<file path="config.mk">
export PLATFORM = sky130hd
export DESIGN_NAME = ps2_scan_decoder_flat
export DESIGN_NICKNAME = d
export VERILOG_FILES = /design/src/rtl/ps2_scan_decoder_pkg.sv /design/src/rtl/ps2_scan_decoder_if.sv /design/src/rtl/ps2_scan_decoder_clk_filter.sv /design/src/rtl/ps2_scan_decoder.sv /design/src/flat_wrapper.sv
export SDC_FILE = /design/constraint.sdc
export NUM_CORES = 1
export LEC_CHECK = 0
export CAP_MARGIN = 20
export CORE_UTILIZATION = 54
export CTS_CLUSTER_SIZE = 20
export DETAILED_ROUTE_END_ITERATION = 8
export PLACE_DENSITY_LB_ADDON = 0.08
export SETUP_SLACK_MARGIN = 0.4
export SKIP_CTS_REPAIR_TIMING = 1
export SYNTH_ARGS = -nofsm -noshare
export SYNTH_HDL_FRONTEND = slang
export SYNTH_HIERARCHICAL = 1
export SYNTH_SLANG_ARGS = --single-unit
</file>
<file path="constraint.sdc">
create_clock -name clk -period 5.5 [get_ports clk]
set_input_delay 1.1 -clock clk [delete_from_list [all_inputs] [get_ports clk]]
set_output_delay 1.1 -clock clk [all_outputs]
set_load 0.03 [all_outputs]
</file>
<file path="src/rtl/ps2_scan_decoder_pkg.sv">
// Shared types and constants for the PS/2 scan-code decoder.
package ps2_pkg;

  typedef enum logic [1:0] {
    StIdle,
    StRecv,
    StDecode
  } ps2_state_e;

  localparam logic [7:0] PS2_PREFIX_EXT = 8'hE0;
  localparam logic [7:0] PS2_PREFIX_BRK = 8'hF0;
  localparam int unsigned PS2_CODE_W = 9;
  localparam int unsigned PS2_MAP_W  = 512;

  // PS/2 uses odd parity over data plus parity bit
  function automatic logic ps2_parity_ok(logic [7:0] data, logic parity);
    return ^{data, parity};
  endfunction

endpackage

</file>
<file path="src/rtl/ps2_scan_decoder_if.sv">
// Bundle of raw PS/2 lines and decoded key-map outputs.
interface ps2_scan_decoder_if;
  import ps2_pkg::*;

  logic                  ps2_clk;
  logic                  ps2_data;
  logic [PS2_MAP_W-1:0]  key_down;
  logic [PS2_CODE_W-1:0] last_change;
  logic                  key_valid;
  logic                  frame_err;

  // master: keyboard side driving the lines; slave: the decoder
  modport master (
    output ps2_clk, ps2_data,
    input  key_down, last_change, key_valid, frame_err
  );

  modport slave (
    input  ps2_clk, ps2_data,
    output key_down, last_change, key_valid, frame_err
  );
endinterface

</file>
<file path="src/rtl/ps2_scan_decoder_clk_filter.sv">
// Synchronises raw PS/2 lines, deglitches the clock and emits a falling-edge pulse.
module ps2_clk_filter #(
  parameter int unsigned FILTER_LEN = 4
) (
  input  logic clk_i,
  input  logic rst_i,
  input  logic ps2_clk_i,
  input  logic ps2_data_i,
  output logic data_o,
  output logic fall_o
);

  localparam int unsigned CntW = $clog2(FILTER_LEN + 1);

  logic [1:0]      clk_sync_q, data_sync_q;
  logic            filt_q, filt_d;
  logic            fall_q;
  logic [CntW-1:0] cnt_q, cnt_d;

  // Level flips on the FILTER_LEN-th consecutive differing sample
  always_comb begin
    filt_d = filt_q;
    cnt_d  = '0;
    if (clk_sync_q[1] != filt_q) begin
      if (cnt_q == CntW'(FILTER_LEN - 1)) begin
        filt_d = clk_sync_q[1];
      end else begin
        cnt_d = cnt_q + 1'b1;
      end
    end
  end

  always_ff @(posedge clk_i) begin
    if (rst_i) begin
      clk_sync_q  <= 2'b11;
      data_sync_q <= 2'b11;
      filt_q      <= 1'b1;
      cnt_q       <= '0;
      fall_q      <= 1'b0;
    end else begin
      clk_sync_q  <= {clk_sync_q[0], ps2_clk_i};
      data_sync_q <= {data_sync_q[0], ps2_data_i};
      filt_q      <= filt_d;
      cnt_q       <= cnt_d;
      fall_q      <= filt_q & ~filt_d;
    end
  end

  assign data_o = data_sync_q[1];
  assign fall_o = fall_q;

endmodule

</file>
<file path="src/rtl/ps2_scan_decoder.sv">
// PS/2 frame receiver with E0/F0 prefix handling and a 512-bit held-key map.
// Define PS2_PARITY_CHECK_EN to discard frames with even parity.
module ps2_scan_decoder
  import ps2_pkg::*;
#(
  parameter int unsigned FILTER_LEN  = 4,
  parameter int unsigned TIMEOUT_CYC = 100000
) (
  input logic                clk,
  input logic                rst,
  ps2_scan_decoder_if.slave  bus_io
);

  localparam int unsigned TmoW = $clog2(TIMEOUT_CYC + 1);

  logic data_s, fall_s;

  ps2_clk_filter #(
    .FILTER_LEN (FILTER_LEN)
  ) u_filter (
    .clk_i      (clk),
    .rst_i      (rst),
    .ps2_clk_i  (bus_io.ps2_clk),
    .ps2_data_i (bus_io.ps2_data),
    .data_o     (data_s),
    .fall_o     (fall_s)
  );

  ps2_state_e            state_q, state_d;
  logic [3:0]            bit_cnt_q, bit_cnt_d;
  logic [7:0]            shift_q, shift_d;
  logic                  parity_q, parity_d;
  logic [TmoW-1:0]       tmo_q, tmo_d;
  logic                  ext_q, ext_d, brk_q, brk_d;
  logic [PS2_MAP_W-1:0]  key_down_q, key_down_d;
  logic [PS2_CODE_W-1:0] last_q, last_d, code;
  logic                  kv_q, kv_d, fe_q, fe_d;
  logic                  frame_ok;

`ifdef PS2_PARITY_CHECK_EN
  assign frame_ok = data_s & ps2_parity_ok(shift_q, parity_q);
`else
  logic unused_parity;
  assign unused_parity = parity_q;
  assign frame_ok      = data_s;
`endif

  assign code = {ext_q, shift_q};

  always_comb begin
    state_d    = state_q;
    bit_cnt_d  = bit_cnt_q;
    shift_d    = shift_q;
    parity_d   = parity_q;
    tmo_d      = '0;
    ext_d      = ext_q;
    brk_d      = brk_q;
    key_down_d = key_down_q;
    last_d     = last_q;
    kv_d       = 1'b0;
    fe_d       = 1'b0;
    unique case (state_q)
      StIdle: begin
        if (fall_s) begin
          if (!data_s) begin
            state_d   = StRecv;
            bit_cnt_d = 4'd1;
          end else begin
            fe_d = 1'b1;
          end
        end
      end
      StRecv: begin
        if (fall_s) begin
          bit_cnt_d = bit_cnt_q + 4'd1;
          if (bit_cnt_q <= 4'd8) begin
            shift_d = {data_s, shift_q[7:1]};
          end else if (bit_cnt_q == 4'd9) begin
            parity_d = data_s;
          end else if (frame_ok) begin
            state_d = StDecode;
          end else begin
            state_d = StIdle;
            fe_d    = 1'b1;
          end
        end else if (tmo_q == TmoW'(TIMEOUT_CYC - 1)) begin
          state_d = StIdle;
          fe_d    = 1'b1;
        end else begin
          tmo_d = tmo_q + 1'b1;
        end
      end
      StDecode: begin
        state_d = StIdle;
        if (shift_q == PS2_PREFIX_EXT) begin
          ext_d = 1'b1;
        end else if (shift_q == PS2_PREFIX_BRK) begin
          brk_d = 1'b1;
        end else begin
          last_d           = code;
          key_down_d[code] = ~brk_q;
          kv_d             = 1'b1;
          ext_d            = 1'b0;
          brk_d            = 1'b0;
        end
      end
      default: state_d = StIdle;
    endcase
    if (fe_d) begin
      ext_d = 1'b0;
      brk_d = 1'b0;
    end
  end

  always_ff @(posedge clk) begin
    if (rst) begin
      state_q    <= StIdle;
      bit_cnt_q  <= '0;
      shift_q    <= '0;
      parity_q   <= 1'b0;
      tmo_q      <= '0;
      ext_q      <= 1'b0;
      brk_q      <= 1'b0;
      key_down_q <= '0;
      last_q     <= '0;
      kv_q       <= 1'b0;
      fe_q       <= 1'b0;
    end else begin
      state_q    <= state_d;
      bit_cnt_q  <= bit_cnt_d;
      shift_q    <= shift_d;
      parity_q   <= parity_d;
      tmo_q      <= tmo_d;
      ext_q      <= ext_d;
      brk_q      <= brk_d;
      key_down_q <= key_down_d;
      last_q     <= last_d;
      kv_q       <= kv_d;
      fe_q       <= fe_d;
    end
  end

  assign bus_io.key_down    = key_down_q;
  assign bus_io.last_change = last_q;
  assign bus_io.key_valid   = kv_q;
  assign bus_io.frame_err   = fe_q;

endmodule

</file>
<file path="src/flat_wrapper.sv">
// flat-port wrapper written by rule: the top's interface ports become plain ports
module ps2_scan_decoder_flat import ps2_pkg::*;
#(
  parameter int unsigned FILTER_LEN  = 4,
  parameter int unsigned TIMEOUT_CYC = 100000
)
  (clk, rst, bus_io_ps2_clk, bus_io_ps2_data, bus_io_key_down, bus_io_last_change, bus_io_key_valid, bus_io_frame_err);
  ps2_scan_decoder_if bus_io_i ();
  input logic clk;
  input logic rst;
  input wire logic [$bits(bus_io_i.ps2_clk)-1:0] bus_io_ps2_clk;
  input wire logic [$bits(bus_io_i.ps2_data)-1:0] bus_io_ps2_data;
  output wire logic [$bits(bus_io_i.key_down)-1:0] bus_io_key_down;
  output wire logic [$bits(bus_io_i.last_change)-1:0] bus_io_last_change;
  output wire logic [$bits(bus_io_i.key_valid)-1:0] bus_io_key_valid;
  output wire logic [$bits(bus_io_i.frame_err)-1:0] bus_io_frame_err;
  assign bus_io_i.ps2_clk = bus_io_ps2_clk;
  assign bus_io_i.ps2_data = bus_io_ps2_data;
  assign bus_io_key_down = bus_io_i.key_down;
  assign bus_io_last_change = bus_io_i.last_change;
  assign bus_io_key_valid = bus_io_i.key_valid;
  assign bus_io_frame_err = bus_io_i.frame_err;
  ps2_scan_decoder #(.FILTER_LEN(FILTER_LEN), .TIMEOUT_CYC(TIMEOUT_CYC)) u_core (.clk(clk), .rst(rst), .bus_io(bus_io_i));
endmodule
</file>
==> Yosys cells after proc, flatten, opt, wreduce, memory -nomap -nowiden <==
Index checks and enable logic that the tools add are counted.
{ "op_classes": {"addsub": 3, "n_lt_le_gt_ge": 3, "n_eq_ne": 15, "muxes": 29, "bitwise": 8, "n_reduce_logical": 13} }
{ "op_table": {"columns": ["operator", "n"], "rows": [
  ["bitwise mux 512 bit", 1],
  ["adder 17 x 1 -> 17 bit (second input constant)", 1],
  ["== test 17 bit (second input constant)", 1],
  ["== test 8 bit (second input constant)", 2],
  ["two-way mux 1 bit", 14],
  ["two-way mux 2 bit", 7],
  ["two-way mux 4 bit", 3],
  ["< comparator 9 x 10 -> 1 bit (second input constant)", 1],
  ["demux 1 bit (select 9 bit)", 1],
  [">= comparator 9 x 1 -> 1 bit (second input constant)", 1],
  ["one-hot mux 4 bit (2 select lines)", 1],
  ["inverter 1 bit", 7],
  ["inequality test 2 bit (second input constant)", 3],
  ["inequality test 3 bit (second input constant)", 2],
  ["AND reduction 3 bit", 2],
  ["OR reduction 3 bit", 2],
  ["AND reduction 5 bit", 1],
  ["adder 4 x 1 -> 4 bit (second input constant)", 1],
  ["== test 4 bit (second input constant)", 1],
  ["<= comparator 4 bit (second input constant)", 1],
  ["one-hot mux 2 bit (2 select lines)", 1],
  ["AND reduction 2 bit", 2],
  ["AND reduction 4 bit", 1],
  ["OR reduction 4 bit", 1],
  ["13 further kinds", 13]
]} }
{ "totals": {"reg_bits": 565, "inputBits": 4, "output_inout_bits": 523, "wordCells": 86} }

==> Depth between registers and ports, before layout <==
{ "logic_depth": {"depth_word": 6, "depth_mapped": 7, "mapped_depth_nobuf": 6} }

==> By module <==
The synthesis kept the hierarchy.
{ "modules_own_cells": {"columns": ["module", "instances", "cells_per_inst", "area_per_inst_um2", "seq_area_each_um2"], "rows": [
  ["ps2_scan_decoder", 1, 2614, 22110.0, 11130.7],
  ["ps2_clk_filter", 1, 23, 299.0, 180.2]
]} }

==> Worst setup path before layout <==
Ideal clock, no wire load.
{ "synth_path": {"path_type": "input to register", "start": "input rst", "end": "register u_core.last_q[5] (netlist: u_core/bus_io.last_change[5])", "setup_time_ps": 132, "t_arrival_ps": 1992, "required_time_ps": 5368, "path_slack_ps": 3376, "cell_stages": 4, "n_path_buf": 3, "cell_sequence": "clkbuf_1 -> clkbuf_1 -> clkbuf_1 -> nor3_1"} }
{ "synth_rtl": {"columns": ["item", "line", "rtl"], "rows": [
  ["from (decl)", "flat_wrapper.sv:10", "input logic rst;"],
  ["to (signal assigned)", "ps2_scan_decoder.sv:137", "last_q <= last_d;"],
  ["to (decl)", "ps2_scan_decoder.sv:36", "logic [PS2_CODE_W-1:0] last_q, last_d, code;"]
]} }
No word-level cell between the ends.

==> Final worst setup path <==
{ "layout_path": {"start": "register u_core.shift_q[0]", "end": "register u_core.last_q[8] (netlist: u_core/bus_io.last_change[8])"} }
{ "layout_via": {"elab_chain_cells": 3, "word_cells_on_any_way": 5, "classes_between": "2 x eq/ne; 2 x bitwise; 1 x reduce/logical"} }
{ "layout_lines": {"columns": ["item", "line", "rtl"], "rows": [
  ["from (decl)", "ps2_scan_decoder.sv:31", "logic [7:0] shift_q, shift_d;"],
  ["from (signal assigned)", "ps2_scan_decoder.sv:131", "shift_q <= shift_d;"],
  ["== test 8 bit, on equally long branches", "ps2_scan_decoder.sv:95, ps2_scan_decoder.sv:97", null],
  ["inverter 1 bit (no source line)", null, null],
  ["AND reduction 3 bit (no source line) (*)", null, null]
]} }
Every way passes the cells marked *; elsewhere a longest branch is shown, timed or not.
A chain may end at the register's enable or synchronous reset.

==> impl_metrics.json <==
{
  "relSlewSlack": 0.0879,
  "wirelength_um": 75000,
  "grt_max_degree": 287,
  "irDropWorstVdd_mv": 0.268,
  "clk_pin_slew_ns": 0.06,
  "cts-root-to-sink-buffers": 3,
  "cts.sinks": 565,
  "nNetsFinal": 2930,
  "synth_top_family_by_area": "compound AO/OA/AOI/OAI gates",
  "final_cell_mix": "dfxtp_1 (564), clkdlybuf4s50_1 (525), a21oi_1 (500), o21ai_0 (465), or3_1 (447)",
  "clock_skew_ns": 0.0143,
  "cts-buffers-inserted": 56,
  "p_per_area_nw_per_um2": 272,
  "grt_first_pass_wirelength_um": 112000,
  "wl_per_cell_um": 21.5,
  "rows": 74,
  "n_fill_cell": 3112,
  "syn-num-nets": 2647,
  "fin_crit_sh": 0.543,
  "rsz0062_at_grt": "false",
  "syn_inst": 2637,
  "die-area_um2": 42300,
  "final_layout_size_suffix_gt1_frac": 0.0547,
  "core-area_um2": 40900,
  "syn_avg_cell_area_um2": 8.50,
  "cts_tree": "done",
  "area_growth_pct": 30.7,
  "top_usage_layer": "met2",
  "ant_nets": 0,
  "drv_cap": 0,
  "gr-total-overflow": 0,
  "setup_tns_ns": 0,
  "slowest_delay_ns": 1.21,
  "netlist_area_um2": 22400,
  "p_leak_nw": 8.92,
  "start_util": 0.548,
  "synth-async-reset-ratio": 0,
  "grtUsageMet2": 0.535,
  "synth_xor_xnor_area_share": 0.00704,
  "finalSetupViolations": 0,
  "grt_util_all_layers": 0.337,
  "hold_violations": 0,
  "cts_max_level": 2,
  "crit_family": "simple AND/OR/NAND/NOR gates",
  "synth-seq-cells": 565,
  "synth-adder-area-share": 0.00335,
  "drv_slew": 0,
  "viasPerCell": 6.05,
  "drt_iter0_drc": 1878,
  "end_kind": "flop",
  "layout_commonest_cell": "dfxtp_1",
  "cpMaxStageDelayCell": "or4_2",
  "synth_compound_area_frac": 0.243,
  "cts_root_buf": "clkbuf_16",
  "max_freq_mhz": 335,
  "status": "completed",
  "hold_class": "reg -> reg",
  "synth_mux_area_frac": 0.00536,
  "ys.flop_type": "dfxtp_1",
  "crit_type": "reg -> reg",
  "fin_ws_ns": 2.51,
  "synth_seq_area_share": 0.505,
  "worstPathRequired_ns": 5.95,
  "dpl_cell_area_um2": 27300,
  "drc": 0,
  "gp_congestion": 0.811,
  "pre_cts_slack_ns": 2.48,
  "tightest_slew_ns": 1.37,
  "port_buffers": 526,
  "path_buf_inv": 1,
  "antenna_found_initial": 0,
  "layout_min_cycle_time_ns": 2.99,
  "crit_chain": "or4_2, o21ai_0, buf_4, mux2i_1, nor2_1",
  "pin_count": 527,
  "critPathMaxFanout": 55,
  "die-height_um": 206,
  "routed-via-count": 21139,
  "yosysWarnings": 6,
  "die_w_um": 206,
  "yosys.area_share.simple": 0.179,
  "clock_latency_ns": 0.61,
  "met1_usage": 0.428,
  "cp.arrival_ns": 3.44,
  "final_area_um2": 29300,
  "grt.met3_usage": 0.0944,
  "dr.pass1.iters": 6,
  "hpwl_um": 46200,
  "synth_edf_count": 0,
  "finalPower_mw": 7.97,
  "yosysUniqueCellTypes": 51,
  "startpoint_type": "flop",
  "grt_pass1_vias": 18880
}
cell families (layout without fill, tap and decap cells):
group / count (synthesis) / after routing
flip-flops: 565 / 565
AO/OA/AOI/OAI: 1038 / 1038
buffers and inverters: 336 / 662
multiplexers: 12 / 12
AND/OR/NAND/NOR: 662 / 662
XOR/XNOR: 18 / 18
adder cells (fa/ha/maj): 6 / 6
other: 0 / 1
layer usage:
layer | wire length, um | vias up
li1 | - | 9969
met1 | 30400 | 10107
met2 | 34700 | 915
met3 | 7250 | 148
met4 | 2700 | 0
met5 | 0 | -
synthesized netlist by cell type, types with 8 or more instances:
cell type / number / area (um2)
a21oi_1: 500 / 2500
a311oi_1: 47 / 412
clkbuf_1: 311 / 1170
dfxtp_1: 565 / 11300
mux2i_1: 12 / 120
nand2_1: 28 / 105
nand3_1: 14 / 70.1
nor2_1: 51 / 191
nor2b_1: 30 / 188
nor3_1: 10 / 50.1
nor4_1: 11 / 68.8
o21ai_0: 465 / 2330
o31ai_1: 15 / 113
or2_1: 10 / 62.6
or2_2: 17 / 106
or2_4: 8 / 70.1
or3_1: 447 / 2800
xnor2_1: 13 / 114
final cells by class:
| type | count | area [um2] | area share |
|---|---|---|---|
| Inverter | 7 | 26.3 | 0.000897 |
| Clock inverter | 13 | 140 | 0.00478 |
| Timing Repair Buffer | 554 | 5610 | 0.192 |
| Clock buffer | 88 | 1670 | 0.0571 |
| Multi-Input combinational cell | 1736 | 9850 | 0.336 |
| Tap cell | 532 | 666 | 0.0227 |
| Antenna cell | 1 | 2.50 | 0.0000854 |
| Sequential cell | 565 | 11300 | 0.386 |
power breakdown:
part	total (mW)	leakage (nW)	switching, mW	internal, mW
Sequential	4.09	4.55	0.000971	4.09
Clock	3.80	0.899	1.58	2.21
Combinational	0.0762	3.47	0.0675	0.00870
state kept, by name (all words and copies together) (netlist names):
register                     flops
u_core/state_q                   2
u_core/u_filter/fall_o           1
u_core/brk_q                     1
u_core/shift_q                   8
u_core/bus_io.frame_err          1
u_core/bit_cnt_q                 4
u_core/bus_io.last_change        9
u_core/u_filter/clk_sync_q       2
u_core/bus_io.key_valid          1
u_core/u_filter/cnt_q            3
u_core/tmo_q                    17
u_core/u_filter/filt_q           1
u_core/u_filter/data_sync_q      2
u_core/ext_q                     1
u_core/bus_io.key_down         512
worst paths after layout:
kind	startpoint	end	slack, ns	depth (start not counted)
min	u_core/u_filter/clk_sync_q[0]	u_core/u_filter/clk_sync_q[1]	0.42	1
max reg2reg	u_core/shift_q[0]	u_core/bus_io.last_change[8]	2.51	5
min reg2reg	u_core/u_filter/clk_sync_q[0]	u_core/u_filter/clk_sync_q[1]	0.42	1
max	u_core/shift_q[0]	u_core/bus_io.last_change[8]	2.51	5
through the flow:
stage | hold slack, ns | cells | util
3_5_place_dp | 0.401 | 3387 | 0.668
2_1_floorplan | 0.389 | 2637 | -
5_1_grt | 0.440 | 3495 | 0.716
4_1_cts | 0.421 | 3488 | 0.712
6_report | 0.423 | 3496 | 0.716
3_3_place_gp | 0.400 | 3386 | 0.667
Note: power is estimated with default switching activity, not from simulation.
